$ cat src/rtl/cu_pkg.sv
// rtl/cu_pkg.sv - shared types and constants for the fetch path
//
// Purpose: fetch-state encoding, default PC type and the instruction value
// presented while the prefetch stream is empty.
package cu_pkg;

  localparam int CU_ADDRESS_WIDTH = 5;

  typedef logic [CU_ADDRESS_WIDTH:0] pc_t;

  // FETCH issues requests; DROP waits out one stale outstanding request.
  typedef enum logic {
    FETCH = 1'b0,
    DROP  = 1'b1
  } fetch_state_e;

  localparam logic [31:0] INSTR_NOP = 32'h0;

endpackage

$ cat src/rtl/prefetch_fifo.sv
// rtl/prefetch_fifo.sv - synchronous FIFO with flush for prefetched words
//
// Purpose: holds {instruction, pc} entries between memory return and decode.
// Ports:
//   clk, rst          clock, synchronous active-low reset
//   flush_i           empty the FIFO (wins over a same-cycle push/pop)
//   push_i/push_data_i  write an entry
//   pop_i             remove the head (ignored when empty)
//   head_valid_o/head_data_o  current head
//   count_o           number of stored entries, log2(DEPTH)+1 bits
module prefetch_fifo
  import cu_pkg::*;
#(
  parameter int DEPTH = 4,
  parameter int WIDTH = 38,
  localparam int PW = $clog2(DEPTH),
  localparam int CW = PW + 1
) (
  input  logic             clk,
  input  logic             rst,
  input  logic             flush_i,
  input  logic             push_i,
  input  logic [WIDTH-1:0] push_data_i,
  input  logic             pop_i,
  output logic             head_valid_o,
  output logic [WIDTH-1:0] head_data_o,
  output logic [CW-1:0]    count_o
);

  logic [WIDTH-1:0] mem_q [DEPTH];
  logic [PW-1:0]    wr_ptr_q;
  logic [PW-1:0]    rd_ptr_q;
  logic [CW-1:0]    count_q;
  logic             do_push;
  logic             do_pop;

  assign do_pop  = pop_i && (count_q != '0);
  // A full FIFO can still accept a push when the head leaves in the same cycle.
  assign do_push = push_i && ((count_q != CW'(DEPTH)) || do_pop);

  always_ff @(posedge clk) begin
    if (!rst) begin
      wr_ptr_q <= '0;
      rd_ptr_q <= '0;
      count_q  <= '0;
    end else if (flush_i) begin
      wr_ptr_q <= '0;
      rd_ptr_q <= '0;
      count_q  <= '0;
    end else begin
      if (do_push) wr_ptr_q <= wr_ptr_q + PW'(1);
      if (do_pop)  rd_ptr_q <= rd_ptr_q + PW'(1);
      count_q <= count_q + CW'(do_push) - CW'(do_pop);
    end
  end

  // Storage needs no reset: entries are only visible while count_q covers them.
  always_ff @(posedge clk) begin
    if (do_push) mem_q[wr_ptr_q] <= push_data_i;
  end

  assign head_valid_o = (count_q != '0);
  assign head_data_o  = mem_q[rd_ptr_q];
  assign count_o      = count_q;

endmodule

$ cat src/rtl/inst_prefetch.sv
// rtl/inst_prefetch.sv - instruction prefetch stage feeding decode
//
// Purpose: keeps one request outstanding to instruction memory, buffers the
// returned words and streams them to decode tagged with their PC; a redirect
// flushes everything and restarts fetch at a new PC.
// Ports:
//   clk, rst                    clock, synchronous active-low reset
//   imem_req/imem_addr          registered fetch request, held until acked
//   imem_ack/imem_rdata         memory return
//   redirect/redirect_pc        flush and restart fetch
//   out_valid/out_ready         head handshake to decode
//   out_instruction/out_pc      head contents (zero while empty)
module inst_prefetch
  import cu_pkg::*;
#(
  parameter int ADDRESS_WIDTH    = 5,
  parameter int INSTRUCTION_SIZE = 32,
  parameter int DEPTH            = 4,
  parameter logic [ADDRESS_WIDTH:0] RESET_PC = '0
) (
  input  logic                        clk,
  input  logic                        rst,
  output logic                        imem_req,
  output logic [ADDRESS_WIDTH:0]      imem_addr,
  input  logic                        imem_ack,
  input  logic [INSTRUCTION_SIZE-1:0] imem_rdata,
  input  logic                        redirect,
  input  logic [ADDRESS_WIDTH:0]      redirect_pc,
  output logic                        out_valid,
  input  logic                        out_ready,
  output logic [INSTRUCTION_SIZE-1:0] out_instruction,
  output logic [ADDRESS_WIDTH:0]      out_pc
);

  localparam int CW = $clog2(DEPTH) + 1;
  localparam int EW = INSTRUCTION_SIZE + ADDRESS_WIDTH + 1;
  localparam logic [ADDRESS_WIDTH:0] PC_ONE = 1;

  fetch_state_e           state_q;
  logic [ADDRESS_WIDTH:0] fetch_pc_q;
  logic [ADDRESS_WIDTH:0] addr_q;
  logic                   req_q;

  logic                   ack;
  logic                   push;
  logic                   pop;
  logic                   head_valid;
  logic [EW-1:0]          head_data;
  logic [CW-1:0]          count;
  logic [CW-1:0]          count_next;
  logic [ADDRESS_WIDTH:0] pc_next;

  assign ack        = imem_ack && req_q;
  // Data returned for a stale request (DROP) or in a redirect cycle is discarded.
  assign push       = ack && (state_q == FETCH) && !redirect;
  assign pop        = head_valid && out_ready && !redirect;
  assign count_next = count + CW'(push) - CW'(pop);
  // fetch_pc tracks the in-flight address, so the next one is +1 on ack.
  assign pc_next    = ack ? fetch_pc_q + PC_ONE : fetch_pc_q;

  prefetch_fifo #(
    .DEPTH (DEPTH),
    .WIDTH (EW)
  ) u_fifo (
    .clk          (clk),
    .rst          (rst),
    .flush_i      (redirect),
    .push_i       (push),
    .push_data_i  ({imem_rdata, addr_q}),
    .pop_i        (pop),
    .head_valid_o (head_valid),
    .head_data_o  (head_data),
    .count_o      (count)
  );

  always_ff @(posedge clk) begin
    if (!rst) begin
      state_q    <= FETCH;
      fetch_pc_q <= RESET_PC;
      req_q      <= 1'b0;
      addr_q     <= '0;
    end else if (redirect) begin
      fetch_pc_q <= redirect_pc;
      if (req_q && !imem_ack) begin
        // The in-flight request cannot be withdrawn; hold it and drop its data.
        state_q <= DROP;
      end else begin
        state_q <= FETCH;
        req_q   <= 1'b1;
        addr_q  <= redirect_pc;
      end
    end else begin
      case (state_q)
        FETCH: begin
          if (!req_q || imem_ack) begin
            fetch_pc_q <= pc_next;
            addr_q     <= pc_next;
            // Issue only if the FIFO can hold this word once it returns.
            req_q      <= (count_next < CW'(DEPTH));
          end
        end
        DROP: begin
          if (imem_ack) begin
            state_q <= FETCH;
            req_q   <= 1'b1;
            addr_q  <= fetch_pc_q;
          end
        end
        default: state_q <= FETCH;
      endcase
    end
  end

  assign imem_req        = req_q;
  assign imem_addr       = addr_q;
  assign out_valid       = head_valid;
  assign out_instruction = head_valid ? head_data[EW-1 -: INSTRUCTION_SIZE]
                                      : INSTRUCTION_SIZE'(INSTR_NOP);
  assign out_pc          = head_valid ? head_data[ADDRESS_WIDTH:0] : '0;

endmodule
$ cat config.mk
export PLATFORM = sky130hd
export DESIGN_NAME = inst_prefetch
export DESIGN_NICKNAME = d
export VERILOG_FILES = /design/src/rtl/cu_pkg.sv /design/src/rtl/prefetch_fifo.sv /design/src/rtl/inst_prefetch.sv
export SDC_FILE = /design/constraint.sdc
export NUM_CORES = 1
export LEC_CHECK = 0
export BUFFER_PORTS_ARGS = -buffer_cell sky130_fd_sc_hd__buf_2
export CAP_MARGIN = 20
export CORE_MARGIN = 2
export CORE_UTILIZATION = 38
export DETAILED_ROUTE_END_ITERATION = 8
export SKIP_CTS_REPAIR_TIMING = 1
export SLEW_MARGIN = 40
export SYNTH_ARGS = -nofsm -noshare
export SYNTH_HDL_FRONTEND = slang
export SYNTH_SLANG_ARGS = --single-unit
$ cat constraint.sdc
create_clock -name clk -period 3.01 [get_ports clk]
set_input_delay 0.602 -clock clk [delete_from_list [all_inputs] [get_ports clk]]
set_output_delay 0.602 -clock clk [all_outputs]
set_load 0.02 [all_outputs]
Yosys cells after proc, flatten, opt, wreduce, memory -nomap -nowiden
Memory sizes are Yosys's and may differ from the RTL's. A register that Yosys moved wholly into a read port is not among the register bits.
Index checks and enable logic that the tools add are counted.
{"block": "op_classes", "magnitude_cmp": 1, "n_eq_ne": 5, "add_sub_neg": 7, "muxes": 23, "multipliers": 0, "bitwise_logic": 2, "n_shift": 0, "n_reduce_logical": 18, "n_div": 0}
{"op": "$mux 6", "n": 8}
{"op": "$mux 32", "n": 1}
{"op": "$pmux 6 s2", "n": 1}
{"op": "$mux 1", "n": 10}
{"op": "$logic_and 1x1->1", "n": 8}
{"op": "$add 3x1->3", "n": 2}
{"op": "$add 6x1->6 const B", "n": 1}
{"op": "$ne 3x3->1 const B", "n": 2}
{"op": "$sub 3x1->3", "n": 2}
{"op": "$add 2x1->2 const B", "n": 2}
{"op": "$mux 2", "n": 2}
{"op": "$ne 2x2->1 const B", "n": 2}
{"op": "$logic_not 1->1", "n": 3}
{"op": "$lt 3x3->1 const B", "n": 1}
{"op": "$ne 3x2->1 const B", "n": 1}
{"op": "$reduce_and 3->1", "n": 1}
{"op": "$reduce_bool 3->1", "n": 1}
{"op": "$logic_or 1x1->1", "n": 2}
{"op": "$not 1->1", "n": 2}
{"op": "$pmux 1 s2", "n": 1}
{"op": "$reduce_and 2->1", "n": 1}
{"op": "$reduce_bool 2->1", "n": 1}
{"op": "$reduce_or 2->1", "n": 1}
{"block": "word_totals", "mem_bits_rw": 152, "rom_bits": 0, "memories": 1, "wordCells": 64, "output_inout_bits": 46, "latch_bits": 0, "ff_bits": 21}
{"memory": "u_fifo.mem_q", "depth": 4, "word_bits": 38, "rd": 1, "rd_clocked_by_memory_dff": 1, "wr": 1, "line_no": "prefetch_fifo.sv:30", "source": "logic [WIDTH-1:0] mem_q [DEPTH];"}

Logic depth before layout (Yosys ltp)
Gate-level depths: netlist of run 1.
{"block": "logic_depth", "depth_word": 9, "depth_mapped": 9}

Modules after synthesis
A second synthesis of run 1 with hierarchy kept.
{"block": "unflattened", "cells_unflattened": 397, "hier_area_um2": 7118.1}
{"mod": "prefetch_fifo", "cells_per_inst": 247, "n_inst": 1, "area_each_um2": 5943.2}
{"mod": "inst_prefetch", "cells_per_inst": 150, "n_inst": 1, "area_each_um2": 1174.9}

Worst setup path after synthesis of run 1
No wires, ideal clock.
{"block": "synth_path", "kind": "in2reg", "startpoint": "input port imem_ack", "endpoint": "memory u_fifo.mem_q[1][0] (enable)", "setup_slack_ns": 0.466, "path_stages": 4, "arrival_time_ns": 2.145, "setup_time_ns": 0.399, "cell_sequence": "buf_6 -> nand3b_4 -> nor3_2 -> and2_1"}
{"block": "synth_between", "elab_chain_len": 6}
{"element": "from (decl)", "line_no": "inst_prefetch.sv:25", "source": "input logic imem_ack,"}
{"element": "$logic_and 1x1->1", "line_no": "inst_prefetch.sv:53", "source": "assign ack = imem_ack && req_q;"}
{"element": "$logic_and 1x1->1 (2 in series)", "line_no": "inst_prefetch.sv:55", "source": "assign push = ack && (state_q == FETCH) && !redirect;"}
{"element": "$logic_and 1x1->1", "line_no": "prefetch_fifo.sv:39", "source": "assign do_push = push_i && ((count_q != CW'(DEPTH)) || do_pop);"}
{"element": "via u_fifo.do_push", "line_no": "prefetch_fifo.sv:34", "source": "logic do_push;"}
{"element": "$mux 1", "line_no": "prefetch_fifo.sv:59", "source": "if (do_push) mem_q[wr_ptr_q] <= push_data_i;"}
{"element": "$mux 1 (not written as such)", "line_no": "prefetch_fifo.sv:59"}
{"element": "to (decl)", "line_no": "prefetch_fifo.sv:30"}
The timed path passes the listed nets, and every way through them passes these cells.

==> summary.txt, run 1 <==
Outcome
  – Outcome: finished, final reports clean

Clock tree
  – Clock Tree Root: clkbuf_16
  – H-tree levels: 4
  – Skew-Pair Late Insertion Delay: 0.42 ns
  – CTS tree: yes
  – Total CTS buffers: 17
  – Clk buf depth: 2
  – Total clock sinks: 175
  – Register clock-pin slew on the reported worst setup and hold paths: 0.06 ns

Yosys
  – Compound-gate portion of the synthesized area: 0.0203
  – Ys Warns: 0
  – Largest family of logic cells by synthesized area: multiplexers
  – Register area share after synthesis: 0.720
  – Top cells by area, synth: edfxtp_1, mux4_2, dfxtp_1, nor2b_1, ha_1
  – Synthesized area: 6980 um2
  – Syn Inst Count: 379
  – Yosys top cell by area: edfxtp_1
  – Simple logic cell fraction of the synthesized area: 0.0830
  – Adder-Cell Fraction of Synth Area: 0.0190
  – Avg Synthesized Cell Area: 18.4 um2
  – Yosys cell types: 44
  – Synth top area share: 0.654
  – Post-Synth XOR/XNOR Area: 0.00879
  – Post-Syn Nets: 432
  – Mux cell area share after synthesis: 0.127
  – Synthesis-stage register bit count: 175

Timing
  – Setup repair after global routing missed its margin: false
  – Final Hold Viols: 0
  – Final cycle utilization of the critical path: 0.897
  – Clk_skew: 0.00576 ns
  – Setup tns final: 0 ns
  – Measured slew at the worst slew-check pin: 0.480 ns
  – Final Setup Violations: 0
  – Pins Over Slew Limit: 0
  – Tmin final: 2.70 ns
  – Rel. slew slack: 0.680
  – Highest Clock Rate: 370 MHz

Detailed routing
  – Post-route ant nets: 0
  – DRT Pass-1 Iters: 4
  – Post-route DRC: 0
  – DR WL/cell: 18.8 um
  – Final wirelength: 13600 um
  – Vias per cell: 5.02
  – Via count: 3617
  – Initial DRC Count: 176

Floorplan
  – Die footprint: 19500 um2
  – Die Wd: 139 um
  – Initial core utilization: 0.388
  – Core box area: 18000 um2
  – Top-Level Pins: 89
  – Die Ht: 139 um
  – Row cnt: 49

GRT
  – Vias in the first global route: 3928
  – Number of antenna violations at the first check in global routing: 0
  – Total GRT Usage: 0.147
  – Overflow after GRT: 0
  – First-pass GRT wire length: 21600 um
  – Largest net degree at the start of global routing: 40

Place
  – RePlAce Congestion: 0.847
  – Placement-stage cell area: 7770 um2
  – Port buffer count: 88
  – Hpwl dp: 8940 um

Layout
  – Reg area: 5030 um2
  – # fillers: 1565
  – Area Growth Syn to Fin: 20.1%
  – Multi-input logic area: 1810 um2
  – Inserted Diodes: 0
  – Design area: 8380 um2
  – Layout cells sized above 1: 0.363
  – Commonest non-fill, non-tap cell in the layout: edfxtp_1
  – Nets@finish: 531
  – Commonest non-fill, non-tap cells in the layout: edfxtp_1, buf_2, nor2b_1

Power and ir drop
  – P per Cell Area: 606 nW/um2
  – Final Power: 5080 uW
  – Static Leak: 0.00291 uW
  – Max IR drop VDD: 0.392 mV

Worst setup path
  – Worst Path Max Fanout: 11
  – RR Endpoint: u_fifo.mem_q[3][19]$_DFFE_PP_
  – CP Class: flop to output port
  – FF-to-FF Start: imem_req$_SDFFE_PN0P_
  – Worst setup EP type: output port
  – CP required: 2.41 ns
  – Worst Reg-to-Reg Cells: 4
  – Worst setup SP type: flop
  – Reg2reg setup slack: 0.81 ns
  – WP data arrival: 2.10 ns

Worst hold path
  – Min-delay src: imem_rdata[18]
  – Hold path cells: 1
  – Worst Hold Class: primary input to flop
  – Worst Hold End: u_fifo.mem_q[1][24]$_DFFE_PP_

Flow run
  – Max-Cap Viols: 0
==> synthesized netlist by cell type <==
| cell type | instances |
|---|---|
| nor2_1 | 13 |
| nand3b_1 | 1 |
| inv_1 | 11 |
| fa_1 | 1 |
| nand2_1 | 11 |
| buf_2 | 5 |
| xor2_1 | 1 |
| nand3_1 | 3 |
| buf_1 | 1 |
| nand4_1 | 1 |
| nor3_1 | 7 |
| clkbuf_1 | 7 |
| o21bai_2 | 1 |
| dfxtp_1 | 23 |
| buf_4 | 1 |
| mux4_2 | 38 |
| o21a_1 | 4 |
| o221ai_1 | 1 |
| o211ai_1 | 1 |
| o22ai_1 | 4 |
| or4_1 | 1 |
| o21ai_0 | 2 |
| nand3b_4 | 1 |
| nor3_2 | 2 |
| o31ai_1 | 1 |
| edfxtp_1 | 152 |
| nor3b_1 | 2 |
| a41oi_1 | 1 |
| nor2b_1 | 39 |
| xnor2_1 | 6 |
| a21oi_1 | 3 |
| buf_6 | 4 |
| and2_1 | 4 |
| nor4b_1 | 1 |
| o31a_1 | 1 |
| nor4bb_1 | 1 |
| o32ai_1 | 1 |
| mux2_2 | 1 |
| nand2b_1 | 5 |
| ha_1 | 9 |
| mux2i_1 | 2 |
| nand4b_1 | 2 |
| and4b_4 | 1 |
| and3_1 | 2 |
==> final cells by class <==
class	count	share of cell area
sequential	175	0.600
timing repair buffer	98	0.0720
clock inverter	7	0.00523
clock buffer	25	0.0669
tap	229	0.0342
multi-input combinational	175	0.216
inverter	11	0.00493
==> worst max-delay path, stage by stage, from the launching register on <==
cell     delay, ns
dfxtp_4       0.51
buf_4         0.28
mux4_2        0.52
nor2b_1       0.17
buf_2         0.19
==> sequential cells by signal (all words and copies together), names as in the netlist, named ones only <==
| name | flops |
|---|---|
| state_q | 1 |
| u_fifo.mem_q | 152 |
| u_fifo.wr_ptr_q | 2 |
| u_fifo.count_o | 3 |
| u_fifo.rd_ptr_q | 2 |
| imem_addr | 6 |
| fetch_pc_q | 6 |
| imem_req | 1 |
==> routing by layer <==
layer	GRT usage	share of wire	wire length, um
met5	0	0	0
met4	0.0409	0.0087	118
met3	0.0406	0.046	627
met2	0.269	0.54	7330
met1	0.168	0.40	5470
==> power breakdown <==
group / switching, uW / internal (uW)
Clock: 848 / 1300
Sequential: 31.2 / 2670
Combinational: 135 / 94.0
Total: 1010 / 4060
==> per-stage QoR <==
step	hold slack [ns]	worst slack, ns	cells	utilization
floorplan	0.490	0.466	379	-
global placement	0.518	0.627	688	0.433
detailed placement	0.524	0.530	688	0.433
CTS	0.380	0.243	720	0.466
global route	0.389	0.174	720	0.466
finish	0.398	0.309	720	0.466
==> worst max-delay path by stage <==
stage	startpoint	endpoint	slack [ns]
floorplan	imem_ack	u_fifo.mem_q[1][0]$_DFFE_PP_	0.47
global placement	redirect	imem_req$_SDFFE_PN0P_	0.63
detailed placement	redirect	imem_req$_SDFFE_PN0P_	0.53
CTS	flop	out_pc[0]	0.24
global route	flop	out_pc[0]	0.17
finish	flop	out_pc[0]	0.31
==> kinds of logic after synthesis <==
logic type | Yosys count
AO/OA/AOI/OAI | 20
AND/OR/NAND/NOR | 97
adder cells (fa/ha/maj) | 10
multiplexers | 41
buffers and inverters | 29
flip-flops | 175
XOR/XNOR | 7
(Power assumes the default switching activity.)
==> inputs of run 2 (changes only) <==
--- a/config.mk
+++ b/config.mk
@@ -9,6 +9,7 @@
 export CAP_MARGIN = 20
 export CORE_MARGIN = 2
 export CORE_UTILIZATION = 38
+export CTS_BUF_LIST = sky130_fd_sc_hd__clkbuf_4 sky130_fd_sc_hd__clkbuf_8 sky130_fd_sc_hd__clkbuf_16
 export DETAILED_ROUTE_END_ITERATION = 8
 export SKIP_CTS_REPAIR_TIMING = 1
 export SLEW_MARGIN = 40
==> summary.txt, run 2 (synthesized netlist as in run 1, its figures left out) <==
Floorplan
  – Die Wd: 139 um (unchanged)
  – Top-Level Pins: 89 (unchanged)
  – Core box area: 18000 um2 (unchanged)
  – Row cnt: 49 (unchanged)
  – Die footprint: 19500 um2 (unchanged)
  – Initial core utilization: 0.388 (unchanged)
  – Die Ht: 139 um (unchanged)

GRT
  – Largest net degree at the start of global routing: 40 (unchanged)
  – First-pass GRT wire length: 21600 um (about the same)
  – Total GRT Usage: 0.146 (-0.000299)
  – Number of antenna violations at the first check in global routing: 0 (unchanged)
  – Vias in the first global route: 3931 (+0.076%)
  – Overflow after GRT: 0 (unchanged)

Detailed routing
  – Final wirelength: 13500 um (about the same)
  – Post-route DRC: 0 (unchanged)
  – Vias per cell: 5.03 (+0.11%)
  – DRT Pass-1 Iters: 4 (unchanged)
  – Via count: 3621 (+0.11%)
  – Post-route ant nets: 0 (unchanged)
  – DR WL/cell: 18.8 um (about the same)
  – Initial DRC Count: 172 (-2.3%)

Flow run
  – Max-Cap Viols: 0 (unchanged)

Worst setup path
  – CP Class: flop to output port
  – CP required: 2.41 ns (about the same)
  – FF-to-FF Start: imem_req$_SDFFE_PN0P_
  – RR Endpoint: u_fifo.mem_q[1][19]$_DFFE_PP_
  – Worst setup SP type: flop
  – Reg2reg setup slack: 0.82 ns (about the same)
  – Crit-path max cell delay: 0.53 ns (about the same)
  – Top delay family on crit path: multiplexers
  – Worst setup EP type: output port
  – WP data arrival: 2.10 ns (about the same)
  – WP buf/inv: 2 (unchanged)
  – Worst path cell trace: buf_4 > mux4_2 > nor2b_1 > buf_2
  – Stages on worst setup path: 4 (unchanged)
  – Worst Path Max Fanout: 11 (unchanged)
  – Worst Reg-to-Reg Cells: 4 (unchanged)
  – Slowest-stage cell, CP: mux4_2

Clock tree
  – CTS tree: yes
  – Total clock sinks: 175 (unchanged)
  – Clock Tree Root: clkbuf_16
  – Clk buf depth: 2 (unchanged)
  – Register clock-pin slew on the reported worst setup and hold paths: 0.06 ns (about the same)
  – H-tree levels: 4 (unchanged)
  – Skew-Pair Late Insertion Delay: 0.42 ns (about the same)
  – Total CTS buffers: 17 (unchanged)

Timing
  – Setup tns final: 0 ns (unchanged)
  – Highest Clock Rate: 370 MHz (about the same)
  – Final cycle utilization of the critical path: 0.898 (about the same)
  – Pins Over Slew Limit: 0 (unchanged)
  – Setup ws final: 0.307 ns (-0.00194 ns)
  – Setup repair after global routing missed its margin: false
  – Clk_skew: 0.0126 ns (+0.00686 ns)
  – Measured slew at the worst slew-check pin: 0.492 ns (+0.0114 ns)
  – Tmin final: 2.70 ns (+0.00194 ns)
  – Final Hold Viols: 0 (unchanged)
  – Final Hold Slack: 0.396 ns (-0.00251 ns)
  – Rel. slew slack: 0.672 (-0.00757)
  – Final Setup Violations: 0 (unchanged)

Worst hold path
  – Worst Hold End: u_fifo.mem_q[1][24]$_DFFE_PP_
  – Worst Hold Class: primary input to flop
  – Min-delay src: imem_rdata[18]
  – Hold path cells: 1 (unchanged)

Place
  – Port buffer count: 88 (unchanged)
  – Hpwl dp: 8940 um (unchanged)
  – Post-Place Worst Slack: 0.530 ns (unchanged)
  – RePlAce Congestion: 0.847 (unchanged)

Layout
  – Layout cells sized above 1: 0.367 (+0.00407)
  – Inserted Diodes: 0 (unchanged)
  – Area Growth Syn to Fin: 20.2% (about the same)
  – # fillers: 1564 (-0.064%)
  – Nets@finish: 531 (unchanged)
  – Most flops, register: u_fifo.mem_q
  – Max FFs per register: 152 (unchanged)
  – Commonest non-fill, non-tap cells in the layout: edfxtp_1, buf_2, nor2b_1
  – Commonest non-fill, non-tap cell in the layout: edfxtp_1

Outcome
  – Outcome: finished, final reports clean

Power and ir drop
  – Max IR drop VDD: 0.388 mV (-1.1%)
  – P per Cell Area: 607 nW/um2 (+0.23%)
  – Static Leak: 0.00291 uW (+0.24%)
-- run 2: changes by cell type in the layout (fill, tap and decap cells not counted) --
cell / change
clkbuf_1: -2
clkbuf_4: +2
-- run 2: power by group --
part           internal [uW]  switching (uW)
Combinational           94.0             135
Clock                   1310             846
Sequential              2670            31.3
Total                   4080            1010
-- run 2: cell type report --
type                    instances  area (um2)  area share
repair buffers                 98         603      0.0719
multi-input cells             175        1810       0.216
inverters                      11        41.3     0.00492
clock buffers                  25         568      0.0677
clock inverters                 7        43.8     0.00522
well taps                     229         287      0.0342
flip-flops and latches        175        5030       0.600
-- run 2: how the worst max path moves through the flow --
stage / start / end / slack [ns]
after global routing: flop / out_pc[0] / 0.17
after floorplan: imem_ack / u_fifo.mem_q[1][0]$_DFFE_PP_ / 0.47
final: flop / out_pc[0] / 0.31
after detailed placement: redirect / imem_req$_SDFFE_PN0P_ / 0.53
after CTS: flop / out_pc[0] / 0.25
after global placement: redirect / imem_req$_SDFFE_PN0P_ / 0.63
-- run 2: stage by stage --
stage | cells | util | total power, uW | cell area, um2
floorplan | 379 | - | 2880 | 6980
global placement | 688 | 0.433 | 2980 | 7770
detailed placement | 688 | 0.433 | 2990 | 7770
CTS | 720 | 0.467 | 5160 | 8390
global route | 720 | 0.467 | 5280 | 8390
finish | 720 | 0.467 | 5090 | 8390
-- run 2: metal layers --
metal  up-vias  global-route usage  part of all wire  wire length (um)
li1       1671                   -                 -                 -
met1      1854               0.169              0.40              5470
met2        90               0.269              0.54              7350
met3         6              0.0406             0.047               640
met4         0              0.0377            0.0064                87
met5         -                   0                 0                 0
